--- config.mk ---
export PLATFORM = sky130hd
export DESIGN_NAME = imm_operand_encoder
export DESIGN_NICKNAME = d
export VERILOG_FILES = /design/src/rtl/imm_operand_encoder.sv
export SDC_FILE = /design/constraint.sdc
export NUM_CORES = 1
export LEC_CHECK = 0
export CAP_MARGIN = 25
export CORE_MARGIN = 1
export CORE_UTILIZATION = 40
export DETAILED_ROUTE_END_ITERATION = 6
export PLACE_DENSITY_LB_ADDON = 0.05
export SYNTH_ARGS = -nofsm -noshare
export SYNTH_HDL_FRONTEND = slang
export SYNTH_SLANG_ARGS = --single-unit
--- constraint.sdc ---
create_clock -name clk_i -period 4.5 [get_ports clk_i]
set_clock_uncertainty 0.15 [all_clocks]
set_input_delay 1.35 -clock clk_i [delete_from_list [all_inputs] [get_ports clk_i]]
set_output_delay 1.35 -clock clk_i [all_outputs]
set_load 0.03 [all_outputs]
--- src/rtl/imm_operand_encoder.sv ---
// imm_operand_encoder: searches for the 12-bit shift_oprand field that the Val2
// operand generator expands back into a given 32-bit constant. Data mode tries one
// even rotation per clock (smallest rotation wins). Memory mode resolves in a
// single cycle as a 12-bit sign-extended offset.
module imm_operand_encoder #(
    parameter int unsigned ROT_STEPS = 16
) (
    input  logic        clk_i,
    input  logic        rst_i,
    input  logic        start_i,
    input  logic        mem_en_i,
    input  logic [31:0] value_i,
    output logic        busy_o,
    output logic        done_o,
    output logic        found_o,
    output logic [11:0] shift_oprand_o
);

    typedef enum logic [1:0] {
        S_IDLE,
        S_SEARCH,
        S_DONE
    } state_t;

    localparam logic [3:0] ROT_LAST = 4'(ROT_STEPS - 1);

    state_t      state_q, state_d;
    logic [31:0] val_q, val_d;
    logic        mem_q, mem_d;
    logic [3:0]  rot_q, rot_d;
    logic        found_q, found_d;
    logic [11:0] shift_q, shift_d;

    logic [4:0]  rot_amt;
    logic [31:0] cand;
    logic        data_hit;
    logic        mem_hit;

    // Candidate for the current rotation and the hit tests for both modes.
    always_comb begin
        rot_amt  = {rot_q, 1'b0};
        cand     = (val_q << rot_amt) | (val_q >> (6'd32 - {1'b0, rot_amt}));
        data_hit = (cand[31:8] == '0);
        mem_hit  = (val_q[31:11] == '0) || (val_q[31:11] == '1);
    end

    // Next-state and datapath updates; results only change when a search resolves.
    always_comb begin
        state_d = state_q;
        val_d   = val_q;
        mem_d   = mem_q;
        rot_d   = rot_q;
        found_d = found_q;
        shift_d = shift_q;
        case (state_q)
            S_IDLE: begin
                if (start_i) begin
                    val_d   = value_i;
                    mem_d   = mem_en_i;
                    rot_d   = '0;
                    state_d = S_SEARCH;
                end
            end
            S_SEARCH: begin
                if (mem_q) begin
                    state_d = S_DONE;
                    found_d = mem_hit;
                    shift_d = mem_hit ? val_q[11:0] : '0;
                end else if (data_hit) begin
                    state_d = S_DONE;
                    found_d = 1'b1;
                    shift_d = {rot_q, cand[7:0]};
                end else if (rot_q == ROT_LAST) begin
                    state_d = S_DONE;
                    found_d = 1'b0;
                    shift_d = '0;
                end else begin
                    rot_d = rot_q + 4'd1;
                end
            end
            S_DONE: begin
                state_d = S_IDLE;
            end
            default: begin
                state_d = S_IDLE;
            end
        endcase
    end

    // State and datapath registers with synchronous reset.
    always_ff @(posedge clk_i) begin
        if (rst_i) begin
            state_q <= S_IDLE;
            val_q   <= '0;
            mem_q   <= 1'b0;
            rot_q   <= '0;
            found_q <= 1'b0;
            shift_q <= '0;
        end else begin
            state_q <= state_d;
            val_q   <= val_d;
            mem_q   <= mem_d;
            rot_q   <= rot_d;
            found_q <= found_d;
            shift_q <= shift_d;
        end
    end

    assign busy_o         = (state_q == S_SEARCH);
    assign done_o         = (state_q == S_DONE);
    assign found_o        = found_q;
    assign shift_oprand_o = shift_q;

endmodule
==> impl_metrics.toml <==
[detailed_routing]
routed-via-count = 4270
ant_nets = 0
drt_pass1_iterations = 5
totalWireLength_um = 13240
drt_iter0_drc = 322
route.detailed.vias_per_inst = 6.171
drcViolationCount = 0
post_drt_wl_per_cell_um = 19.13

[synthesis]
async_reset_ff_frac = 0
synth_edf_count = 0
synth.top_cell.area_share = 0.2453
synth_top_cell_by_area = "sky130_fd_sc_hd__dfxtp_1"
postSynthNetCount = 592
ys.flop_type = "sky130_fd_sc_hd__dfxtp_1"
synth.lib_cells_used.distinct = 64
synthesis.area_sq_um = 4244
synth_cells = 554
synth.yosys.seq_area_share = 0.2453
synth_top_area_cells = "sky130_fd_sc_hd__dfxtp_1 (25%), sky130_fd_sc_hd__mux4_2 (9.0%), sky130_fd_sc_hd__nand2_1 (8.6%)"
register_bit_count_reported_by_yosys = 52
yosysWarnings = 0
synthesis.area_per_instance_sq_um = 7.661

[placed_design]
dp.final_hpwl_um = 9361
finalWeightedCongestion = 0.8867
buffer_ports.inserted = 50
dp_slack_ns = 0.4334

[clocking]
ctsHtreeMaxLevel = 2
clock_sink_count = 52
tritoncts.num_buffers = 5
clk_transition_reported_paths_ns = 0.10
cell_chosen_for_the_clock_root = "sky130_fd_sc_hd__clkbuf_8"
ctsLongestPathBuffers = 2
tritoncts = "yes"
hold_buffers = 0
cts.repair_timing.setup_buffer_count = 0
cts_repair_resize_count = 0
clock_latency_ns = 0.31

[worst_setup_path]
last_element_of_the_critical_path = "shift_oprand_o[5]"
endpoint_kind = "flip-flop"
crit_start = "rot_q[1]"
criticalPathCategory = "reg -> reg"
rrSetupSlack_ns = 0.35
setup.worst_path.start_class = "flip-flop"
r2r-end = "shift_oprand_o[5]"
crit_arrival_ns = 4.18
number_of_cell_instances_on_the_worst_register_to_register_path = 9
worstPathRequired_ns = 4.53
worst-path-max-fanout = 30
critical_path.reg2reg.startpoint = "rot_q[1]"

[timing]
min_period_over_period = 0.9228
final_setup_slack_of_the_worst_path_ns = 0.3473
setup_violations = 0
timing_worst_slew_pin_value_ns = 1.142
timing.max_slew.rel_slack = 0.2367
timing.final.max_slew_violations = 0
worst_hold_slack_ns = 0.3969
tns_ns = 0
grt_setup_unrepaired = "false"
max_freq_mhz = 240.8
fin_crit_ns = 4.153
hold_viol_final = 0

[layout]
fin_util = 0.4630
seqCellArea_sq_um = 1042
fill_cells = 1069
final_layout_size_suffix_gt1_frac = 0.1223
diodes = 0
design.final.nets = 593
area_growth_syn_to_layout_pct = 12.62
multiInputGateArea_sq_um = 2836

[power]
powerDensity_nw_per_um2 = 272.1
power.share.sequential = 0.423
power.clock.fraction = 0.217
ir_worst_vdd_v = 0.0001727
power.share.combinational = 0.360
switchingPower_mw = 0.4941
power.static_leakage_nw = 1.570
switching_share = 0.3799
internal_power_mw = 0.8065

[floorplanning]
design.portCount = 51
die-area_sq_um = 11030
placement_rows = 37
floorplan.core_area_sq_um = 10320
die_h_um = 105.0
floorplan.die.width_um = 105.0
initial_utilization = 0.4111

[global_routing]
first_global_vias = 3979
globalRouteTotalUtil = 0.2479
global_route_wire_length_before_repair_um = 21660
globalRouteOverflowTotal = 0
antenna_found_initial = 0
grt_start_max_net_pins = 80

[job]
timing.max_cap.violations = 0

[hold_path]
hold_path_class = "reg -> reg"

[outcome]
run_status = "finished clean"
[worst max-delay path: stages (launching register included)]
cell and delay (ns):
sky130_fd_sc_hd__dfxtp_1 0.34, sky130_fd_sc_hd__buf_4 0.35, sky130_fd_sc_hd__nor4b_1 0.28, sky130_fd_sc_hd__a221oi_1 0.15
sky130_fd_sc_hd__a2111oi_1 1.03, sky130_fd_sc_hd__o221ai_1 0.40, sky130_fd_sc_hd__o21ai_0 0.38, sky130_fd_sc_hd__and4_1 0.26
sky130_fd_sc_hd__or2_1 0.53, sky130_fd_sc_hd__a31oi_1 0.14
[power by group through the flow]
stage / Sequential [mW] / Combinational [mW] / Clock (mW)
global route: 0.556 / 0.516 / 0.313
detailed placement: 0.559 / 0.464 / 0
global placement: 0.559 / 0.465 / 0
finish: 0.551 / 0.468 / 0.282
floorplan: 0.521 / 0.371 / 0
CTS: 0.548 / 0.466 / 0.295
[flip-flops by register name, indices dropped and copies added, names as in the netlist]
signal          count
mem_q               1
state_q             2
shift_oprand_o     12
rot_q               4
val_q              32
found_o             1
[routing by layer]
metal,GRT usage,vias to the layer above,part of all wire
li1,-,2040,-
met1,0.3602,2053,0.46
met2,0.3756,159,0.45
met4,0.07646,0,0.020
met5,0,-,0
met3,0.03681,18,0.066
[cells by family (layout without fill, tap and decap cells)]
kind of cell	Yosys count	after routing	synth area share
and+or+nand+nor	211	211	0.2347
AOI/OAI and AO/OA	167	167	0.2706
buffers and inverters	77	79	0.08638
DFF	52	52	0.2453
muxes	42	42	0.1509
xor gates and xnor gates	3	3	0.006192
adders and majority gates	2	2	0.005895
[cells in the final DEF, fill, tap and decap left out, types with 4 or more instances in the layout]
cell	count
sky130_fd_sc_hd__o211ai_1	15
sky130_fd_sc_hd__mux2i_1	19
sky130_fd_sc_hd__a22oi_1	13
sky130_fd_sc_hd__nor2b_1	7
sky130_fd_sc_hd__and2_1	4
sky130_fd_sc_hd__a21oi_1	54
sky130_fd_sc_hd__clkdlybuf4s50_1	50
sky130_fd_sc_hd__nor4_1	6
sky130_fd_sc_hd__mux4_2	17
sky130_fd_sc_hd__nor3b_1	4
sky130_fd_sc_hd__nand2b_1	5
sky130_fd_sc_hd__nand3_1	15
sky130_fd_sc_hd__nor3_1	15
sky130_fd_sc_hd__o31ai_1	16
sky130_fd_sc_hd__a31oi_1	8
sky130_fd_sc_hd__clkbuf_8	5
sky130_fd_sc_hd__mux2_2	6
sky130_fd_sc_hd__nor2_1	34
sky130_fd_sc_hd__o21ai_0	13
sky130_fd_sc_hd__a211oi_1	7
sky130_fd_sc_hd__o21a_1	4
sky130_fd_sc_hd__inv_1	7
sky130_fd_sc_hd__a21oi_2	10
sky130_fd_sc_hd__nand4_1	6
sky130_fd_sc_hd__buf_4	12
sky130_fd_sc_hd__dfxtp_1	51
sky130_fd_sc_hd__nand2_1	97
[how the worst min path moves through the flow]
stage	startpoint	end	slack (ns)	depth (start not counted)
after global routing	shift_oprand_o[8]	shift_oprand_o[8]	0.44	2
after detailed placement	found_o	found_o	0.37	2
after floorplan	val_q[9]	val_q[9]	0.33	2
after CTS	found_o	found_o	0.40	2
final	found_o	found_o	0.40	2
after global placement	shift_oprand_o[2]	shift_oprand_o[2]	0.37	2
[layout make-up]
class	count	share of cell area
repair buffers	63	0.1277
multi-input cells	425	0.5935
well taps	136	0.03560
flip-flops and latches	52	0.2181
inverters	8	0.006283
clock buffers	5	0.01440
clock inverters	3	0.004450
[per-stage QoR]
step	cell area, sq um	power, mW	cells
floorplan	4244	0.8915	554
global placement	4690	1.024	684
detailed placement	4690	1.023	684
CTS	4780	1.309	692
global route	4780	1.386	692
finish	4780	1.301	692
[synth_stat cells (all sizes together) (3+ instances only)]
cell	n
nand2	97
a21oi	64
dfxtp	52
clkbuf	46
nor2	34
buf	23
mux2i	19
o31ai	18
mux4	17
nand3	15
nor3	15
o211ai	15
o21ai	14
a22oi	13
a31oi	8
inv	8
nor4	8
a211oi	7
nor2b	7
mux2	6
nand4	6
and2	5
nand2b	5
nor3b	4
o21a	4
a2111oi	3
a221oi	3
nor4b	3
o221ai	3
or2	3
or3	3
Power figures use the tool's default switching activity.
